File: config.mk
export PLATFORM = sky130hd
export DESIGN_NAME = burst_master_flat
export DESIGN_NICKNAME = d
export VERILOG_FILES = /design/src/rtl/burst_master_if.sv /design/src/rtl/burst_master.sv /design/src/flat_wrapper.sv
export SDC_FILE = /design/constraint.sdc
export NUM_CORES = 1
export LEC_CHECK = 0
export ABC_AREA = 1
export BUFFER_PORTS_ARGS = -buffer_cell sky130_fd_sc_hd__buf_2
export CELL_PAD_IN_SITES_DETAIL_PLACEMENT = 1
export CELL_PAD_IN_SITES_GLOBAL_PLACEMENT = 2
export CORE_ASPECT_RATIO = 0.75
export CORE_MARGIN = 2
export CORE_UTILIZATION = 24
export DETAILED_ROUTE_END_ITERATION = 8
export GPL_TIMING_DRIVEN = 0
export PLACE_DENSITY_LB_ADDON = 0.1
export SYNTH_ARGS = -nofsm -noshare
export SYNTH_HDL_FRONTEND = slang
export SYNTH_SLANG_ARGS = --single-unit
File: constraint.sdc
create_clock -name clk -period 3.3 [get_ports clk]
set_input_delay 0.33 -clock clk [delete_from_list [all_inputs] [get_ports clk]]
set_output_delay 0.33 -clock clk [all_outputs]
set_load 0.05 [all_outputs]
File: src/rtl/burst_master_if.sv
// Read/write burst bus between burst_master (master) and a memory-side slave.
// Carries the address, data and response channels; clk/rst stay outside.
interface burst_master_if;
  logic        ARVALID;
  logic        ARREADY;
  logic [15:0] AR_PKT;
  logic        RVALID;
  logic        RREADY;
  logic        RLAST;
  logic [8:0]  RDATA;
  logic        AWVALID;
  logic        AWREADY;
  logic [11:0] AW_PKT;
  logic        WVALID;
  logic        WREADY;
  logic [7:0]  WDATA;
  logic        WLAST;
  logic        BVALID;
  logic        BREADY;
  logic [4:0]  BRESP;

  modport master (
    output ARVALID, AR_PKT, RREADY, AWVALID, AW_PKT, WVALID, WDATA, WLAST, BREADY,
    input  ARREADY, RVALID, RLAST, RDATA, AWREADY, WREADY, BVALID, BRESP
  );

  modport slave (
    input  ARVALID, AR_PKT, RREADY, AWVALID, AW_PKT, WVALID, WDATA, WLAST, BREADY,
    output ARREADY, RVALID, RLAST, RDATA, AWREADY, WREADY, BVALID, BRESP
  );
endinterface

File: src/rtl/burst_master.sv
// Single-command burst master: turns one read/write command into a bus burst.
// Optional watchdog enabled by defining BURST_MASTER_TIMEOUT_EN.
module burst_master (
  input  logic       clk,
  input  logic       rst,
  input  logic       cmd_valid,
  output logic       cmd_ready,
  input  logic       cmd_write,
  input  logic [7:0] cmd_addr,
  input  logic [3:0] cmd_len,
  input  logic [3:0] cmd_id,
  input  logic [7:0] wr_data,
  input  logic       wr_valid,
  output logic       wr_ready,
  output logic [7:0] rd_data,
  output logic       rd_err,
  output logic       rd_valid,
  output logic       rd_last,
  output logic       done,
  output logic [2:0] status,
  burst_master_if.master bus
);

  localparam logic [2:0] S_IDLE = 3'd0;
  localparam logic [2:0] S_AR   = 3'd1;
  localparam logic [2:0] S_R    = 3'd2;
  localparam logic [2:0] S_AW   = 3'd3;
  localparam logic [2:0] S_W    = 3'd4;
  localparam logic [2:0] S_B    = 3'd5;
  localparam logic [2:0] S_DONE = 3'd6;

  logic [2:0] state;
  logic [2:0] state_nx;
  logic [7:0] addr_q;
  logic [3:0] len_q;
  logic [3:0] id_q;
  logic [3:0] cnt;
  logic [1:0] status_q;
  logic       timeout_flag;
  logic       accept;
  logic       last_count;
  logic       r_beat;
  logic       r_end;
  logic       w_beat;
  logic       b_resp;
  logic       busy;
  logic       progress;
  logic       timeout;

  assign accept     = (state == S_IDLE) && cmd_valid;
  assign last_count = ((cnt + 4'd1) == len_q);
  assign r_beat     = (state == S_R) && bus.RVALID;
  assign r_end      = r_beat && (bus.RLAST || last_count);
  assign w_beat     = (state == S_W) && wr_valid && bus.WREADY;
  assign b_resp     = (state == S_B) && bus.BVALID;
  assign busy       = (state == S_AR) || (state == S_R) || (state == S_AW) ||
                      (state == S_W) || (state == S_B);
  assign progress   = ((state == S_AR) && bus.ARREADY) || r_beat ||
                      ((state == S_AW) && bus.AWREADY) || w_beat || b_resp;

`ifdef BURST_MASTER_TIMEOUT_EN
  logic [7:0] wdog;

  // Watchdog: counts stalled bus cycles, cleared by any handshake.
  always_ff @(posedge clk or negedge rst) begin
    if (!rst) begin
      wdog <= 8'd0;
    end else if (!busy || progress) begin
      wdog <= 8'd0;
    end else begin
      wdog <= wdog + 8'd1;
    end
  end

  assign timeout = busy && !progress && (wdog == 8'd254);

  always_ff @(posedge clk or negedge rst) begin
    if (!rst) begin
      timeout_flag <= 1'b0;
    end else if (accept) begin
      timeout_flag <= 1'b0;
    end else if (timeout) begin
      timeout_flag <= 1'b1;
    end
  end
`else
  assign timeout      = 1'b0;
  assign timeout_flag = 1'b0;
`endif

  always_comb begin
    state_nx = state;
    case (state)
      S_IDLE: begin
        if (cmd_valid) begin
          if (cmd_len == 4'd0) begin
            state_nx = S_DONE;
          end else if (cmd_write) begin
            state_nx = S_AW;
          end else begin
            state_nx = S_AR;
          end
        end
      end
      S_AR:    if (bus.ARREADY) state_nx = S_R;
      S_R:     if (r_end) state_nx = S_DONE;
      S_AW:    if (bus.AWREADY) state_nx = S_W;
      S_W:     if (w_beat && last_count) state_nx = S_B;
      S_B:     if (bus.BVALID) state_nx = S_DONE;
      S_DONE:  state_nx = S_IDLE;
      default: state_nx = S_IDLE;
    endcase
    if (timeout) begin
      state_nx = S_DONE;
    end
  end

  always_ff @(posedge clk or negedge rst) begin
    if (!rst) begin
      state <= S_IDLE;
    end else begin
      state <= state_nx;
    end
  end

  // Command fields are captured once and held for the whole burst.
  always_ff @(posedge clk or negedge rst) begin
    if (!rst) begin
      addr_q <= 8'd0;
      len_q  <= 4'd0;
      id_q   <= 4'd0;
    end else if (accept) begin
      addr_q <= cmd_addr;
      len_q  <= cmd_len;
      id_q   <= cmd_id;
    end
  end

  always_ff @(posedge clk or negedge rst) begin
    if (!rst) begin
      cnt <= 4'd0;
    end else if (accept) begin
      cnt <= 4'd0;
    end else if (r_beat || w_beat) begin
      cnt <= cnt + 4'd1;
    end
  end

  always_ff @(posedge clk or negedge rst) begin
    if (!rst) begin
      status_q <= 2'b00;
    end else if (accept) begin
      status_q <= {1'b0, (cmd_len == 4'd0)};
    end else if (r_beat && bus.RDATA[0]) begin
      status_q[0] <= 1'b1;
    end else if (b_resp) begin
      status_q[0] <= status_q[0] | bus.BRESP[4];
      status_q[1] <= (bus.BRESP[3:0] != id_q);
    end
  end

  // Read beats are presented to the user one cycle after the bus handshake.
  always_ff @(posedge clk or negedge rst) begin
    if (!rst) begin
      rd_data  <= 8'd0;
      rd_err   <= 1'b0;
      rd_valid <= 1'b0;
      rd_last  <= 1'b0;
    end else begin
      rd_valid <= r_beat;
      rd_last  <= r_end;
      if (r_beat) begin
        rd_data <= bus.RDATA[8:1];
        rd_err  <= bus.RDATA[0];
      end
    end
  end

  assign cmd_ready   = (state == S_IDLE);
  assign done        = (state == S_DONE);
  assign status      = {timeout_flag, status_q};

  assign bus.ARVALID = (state == S_AR);
  assign bus.AR_PKT  = (state == S_AR) ? {addr_q, len_q, id_q} : 16'd0;
  assign bus.RREADY  = (state == S_R);
  assign bus.AWVALID = (state == S_AW);
  assign bus.AW_PKT  = (state == S_AW) ? {addr_q, id_q} : 12'd0;
  assign bus.WVALID  = (state == S_W) && wr_valid;
  assign bus.WDATA   = (state == S_W) ? wr_data : 8'd0;
  assign bus.WLAST   = (state == S_W) && wr_valid && last_count;
  assign bus.BREADY  = (state == S_B);
  assign wr_ready    = (state == S_W) && bus.WREADY;

endmodule
File: src/flat_wrapper.sv
// flat-port wrapper written by rule: the top's interface ports become plain ports
module burst_master_flat 
  (clk, rst, cmd_valid, cmd_ready, cmd_write, cmd_addr, cmd_len, cmd_id, wr_data, wr_valid, wr_ready, rd_data, rd_err, rd_valid, rd_last, done, status, bus_ARVALID, bus_AR_PKT, bus_RREADY, bus_AWVALID, bus_AW_PKT, bus_WVALID, bus_WDATA, bus_WLAST, bus_BREADY, bus_ARREADY, bus_RVALID, bus_RLAST, bus_RDATA, bus_AWREADY, bus_WREADY, bus_BVALID, bus_BRESP);
  burst_master_if bus_i ();
  input  logic clk;
  input  logic rst;
  input  logic cmd_valid;
  output logic cmd_ready;
  input  logic cmd_write;
  input  logic [7:0] cmd_addr;
  input  logic [3:0] cmd_len;
  input  logic [3:0] cmd_id;
  input  logic [7:0] wr_data;
  input  logic wr_valid;
  output logic wr_ready;
  output logic [7:0] rd_data;
  output logic rd_err;
  output logic rd_valid;
  output logic rd_last;
  output logic done;
  output logic [2:0] status;
  output wire logic [$bits(bus_i.ARVALID)-1:0] bus_ARVALID;
  output wire logic [$bits(bus_i.AR_PKT)-1:0] bus_AR_PKT;
  output wire logic [$bits(bus_i.RREADY)-1:0] bus_RREADY;
  output wire logic [$bits(bus_i.AWVALID)-1:0] bus_AWVALID;
  output wire logic [$bits(bus_i.AW_PKT)-1:0] bus_AW_PKT;
  output wire logic [$bits(bus_i.WVALID)-1:0] bus_WVALID;
  output wire logic [$bits(bus_i.WDATA)-1:0] bus_WDATA;
  output wire logic [$bits(bus_i.WLAST)-1:0] bus_WLAST;
  output wire logic [$bits(bus_i.BREADY)-1:0] bus_BREADY;
  input wire logic [$bits(bus_i.ARREADY)-1:0] bus_ARREADY;
  input wire logic [$bits(bus_i.RVALID)-1:0] bus_RVALID;
  input wire logic [$bits(bus_i.RLAST)-1:0] bus_RLAST;
  input wire logic [$bits(bus_i.RDATA)-1:0] bus_RDATA;
  input wire logic [$bits(bus_i.AWREADY)-1:0] bus_AWREADY;
  input wire logic [$bits(bus_i.WREADY)-1:0] bus_WREADY;
  input wire logic [$bits(bus_i.BVALID)-1:0] bus_BVALID;
  input wire logic [$bits(bus_i.BRESP)-1:0] bus_BRESP;
  assign bus_ARVALID = bus_i.ARVALID;
  assign bus_AR_PKT = bus_i.AR_PKT;
  assign bus_RREADY = bus_i.RREADY;
  assign bus_AWVALID = bus_i.AWVALID;
  assign bus_AW_PKT = bus_i.AW_PKT;
  assign bus_WVALID = bus_i.WVALID;
  assign bus_WDATA = bus_i.WDATA;
  assign bus_WLAST = bus_i.WLAST;
  assign bus_BREADY = bus_i.BREADY;
  assign bus_i.ARREADY = bus_ARREADY;
  assign bus_i.RVALID = bus_RVALID;
  assign bus_i.RLAST = bus_RLAST;
  assign bus_i.RDATA = bus_RDATA;
  assign bus_i.AWREADY = bus_AWREADY;
  assign bus_i.WREADY = bus_WREADY;
  assign bus_i.BVALID = bus_BVALID;
  assign bus_i.BRESP = bus_BRESP;
  burst_master u_core (.clk(clk), .rst(rst), .cmd_valid(cmd_valid), .cmd_ready(cmd_ready), .cmd_write(cmd_write), .cmd_addr(cmd_addr), .cmd_len(cmd_len), .cmd_id(cmd_id), .wr_data(wr_data), .wr_valid(wr_valid), .wr_ready(wr_ready), .rd_data(rd_data), .rd_err(rd_err), .rd_valid(rd_valid), .rd_last(rd_last), .done(done), .status(status), .bus(bus_i));
endmodule
==> metrics.txt <==
largest net degree at the start of global routing=37; part of the cycle the worst path needs=0.712; Slew @ Worst Pin=0.861 ns; Overall Power=roughly 3 mW; Util after Layout=0.342; status=complete, no violations; CTS tree=done; Resize count post-CTS=0; Max-Cap Viols=0; die area=roughly 0.0093 mm²; Final Max Slew Viols=0; netlist area before placement=0.00206 mm²; aggregate routed wire length=~6600 µm; Antenna Nets Post-Route=0; Placer Congestion=around 0.74; dpl cell area=0.00273 mm²; setup ws final=0.952 ns; Final Hold Fails=0; Max H-tree Level=2; fmax=between 400 and 500 MHz; WL/cell=about 13 µm; Slowest cell on crit path=dfrtp_1; Setup CP Type=reg2out; Area growth syn-to-layout=39.3%; Hold WS=roughly 0.16 ns; Initial Util=0.246; DP Wirelength=around 5200 µm; Mapped Cells=290; Worst VDD drop=approximately 0.36 mV; Setup TNS=0 ns; syn_area_per_cell=between 7 and 8 µm²; GRT Overall Usage=0.145; grt ovf=0; Worst R2R Setup Slack=approximately 1.4 ns; final setup vio count=0; Placed Instances=504; Worst EP required=about 3 ns; FF+latch count, synth=36; Die Ht=around 84 µm; yosys warns=0; Seq/Total Area, Yosys=0.437; library cells used by synthesis=27; share of layout cells above drive strength 1=0.347; Rows=29; CP Cell Sequence=ha_1 -> nor2_1 -> o21ai_1 -> nor2_1 -> nand2_1 -> nor3_1 -> buf_2; I/O pins=around 110; skew final=between 0.004 and 0.005 ns; initial antenna violation count=0; power per cell area=between 1000 and 1500 mW/mm²; clk buf depth=2; Worst-Skew Late Latency=0.28 ns; vias post-DR=between 2,000 and 2,500; Final Cell Area=about 0.0029 mm²; CP Data Arrival Time=approximately 2.0 ns; worst setup path start=u_core.cnt[0]; CTS Buf Count=5; RSZ-0062 raised after global routing=false; DR iter-0 viols=63; vias in the first global route=roughly 2,100; Leak=between 1.5 and 2 nW; max incr delay on CP=about 0.47 ns; diodes inserted=0; critical path launch point type=flop; crit-path max FO=8; Chip Width=approximately 110 µm; Setup WS pre-CTS=between 1 and 1.5 ns; minimum clock period=2.35 ns; Post-CTS Setup Repair Bufs=0; Root Buffer=clkbuf_16; Hold Path Class=in2async; most common cell after layout, fill and taps aside=buf_2; Final #Nets=about 450; CTS sink cnt=36; # DRC=0; cts hold-fix bufs=0; final std cells w/o fill=between 500 and 600; Core Box Area=~0.0084 mm²; First-pass DRT Iterations=4; crit end category=primary output; first-pass GRT wire length=about 11,000 µm; most frequent cells in the layout=buf_2, nand2_1, inv_1, nor2_1, dfrtp_1; reg2reg start=u_core.cnt[0]; post-DR vias/cell=4.08; I/O Buffers=between 100 and 150; Max-slew headroom=0.426; most frequent cell on the critical path=nor2_1; Clk pin slew, worst setup/hold paths=around 0.06 ns; Synth Net Count=341
-- cells in the mapped netlist --
cell type  count  area share
a21oi_1        5       0.012
a21oi_4        1      0.0079
and3_1         1      0.0030
buf_2          2      0.0049
buf_4          4       0.015
clkbuf_1       3      0.0055
clkinv_1       1      0.0018
conb_1         1      0.0018
dfrtp_1       36        0.44
ha_1           2       0.012
inv_1         49       0.089
inv_2          3      0.0055
inv_4          2      0.0061
mux2i_1        1      0.0049
nand2_1       72        0.13
nand2_2        7       0.021
nand3_1       11       0.027
nand3_2        1      0.0049
nand4_1        4       0.012
nor2_1        49       0.089
nor2_2         1      0.0030
nor2_4         4       0.022
nor3_1         5       0.012
nor3_2         1      0.0049
o21ai_0       18       0.044
o21ai_1        2      0.0049
xnor2_1        4       0.017
-- cells by family (layout without fill, tap and decap cells) --
group	count (synthesis)	in the layout	synth area share
AOI/OAI and AO/OA	26	26	0.0687
xor gates and xnor gates	4	4	0.0170
adders and majority gates	2	2	0.0121
buffers and inverters	64	178	0.128
DFF	36	36	0.437
muxes	1	1	0.00486
other	1	1	0.00182
and+or+nand+nor	156	156	0.330
-- per-layer routing --
layer,GRT usage,share of wire
met1,0.209,0.51
met2,0.215,0.43
met3,0.0354,0.049
met4,0.0409,0.0099
met5,0,0
-- power by group --
part           switching [mW]  total [mW]  internal [mW]  leakage, nW
clock network           0.191       0.470          0.278       0.0736
logic                    1.31        1.75          0.436         1.19
registers               0.123       0.761          0.638        0.454
-- flip-flops by register name (all words and copies together) (netlist names) --
signal	flops
u_core.addr_q	8
u_core.rd_err	1
u_core.len_q	4
u_core.id_q	4
u_core.rd_last	1
u_core.status_q	2
u_core.state	3
u_core.rd_valid	1
u_core.cnt	4
u_core.rd_data	8
-- final cells by class --
type                       count  area (µm²)
clock inverter                 3        18.8
buffer                         9        51.3
multi-input combinational    190         896
tap                          108         135
clock buffer                   5         125
inverter                      55         211
fill                        1091        5510
sequential                    36         901
timing repair buffer         106         531
-- worst paths after layout --
check,endpoint,cells after the start
min in group clk,u_core.rd_data[6],3
max in group asynchronous,u_core.state[1],1
max,bus_WLAST,7
min reg2reg,u_core.rd_data[0],2
max reg2reg,u_core.state[0],11
min,u_core.rd_data[3],1
-- worst max-delay path: cells and delay by family, from the launching register on --
family                     cells  cell delay, ns
AOI/OAI and AO/OA              1            0.08
DFF                            1            0.47
adders and majority gates      1            0.36
buffers and inverters          1            0.29
and+or+nand+nor                4            0.54
(Power assumes the default switching activity.)
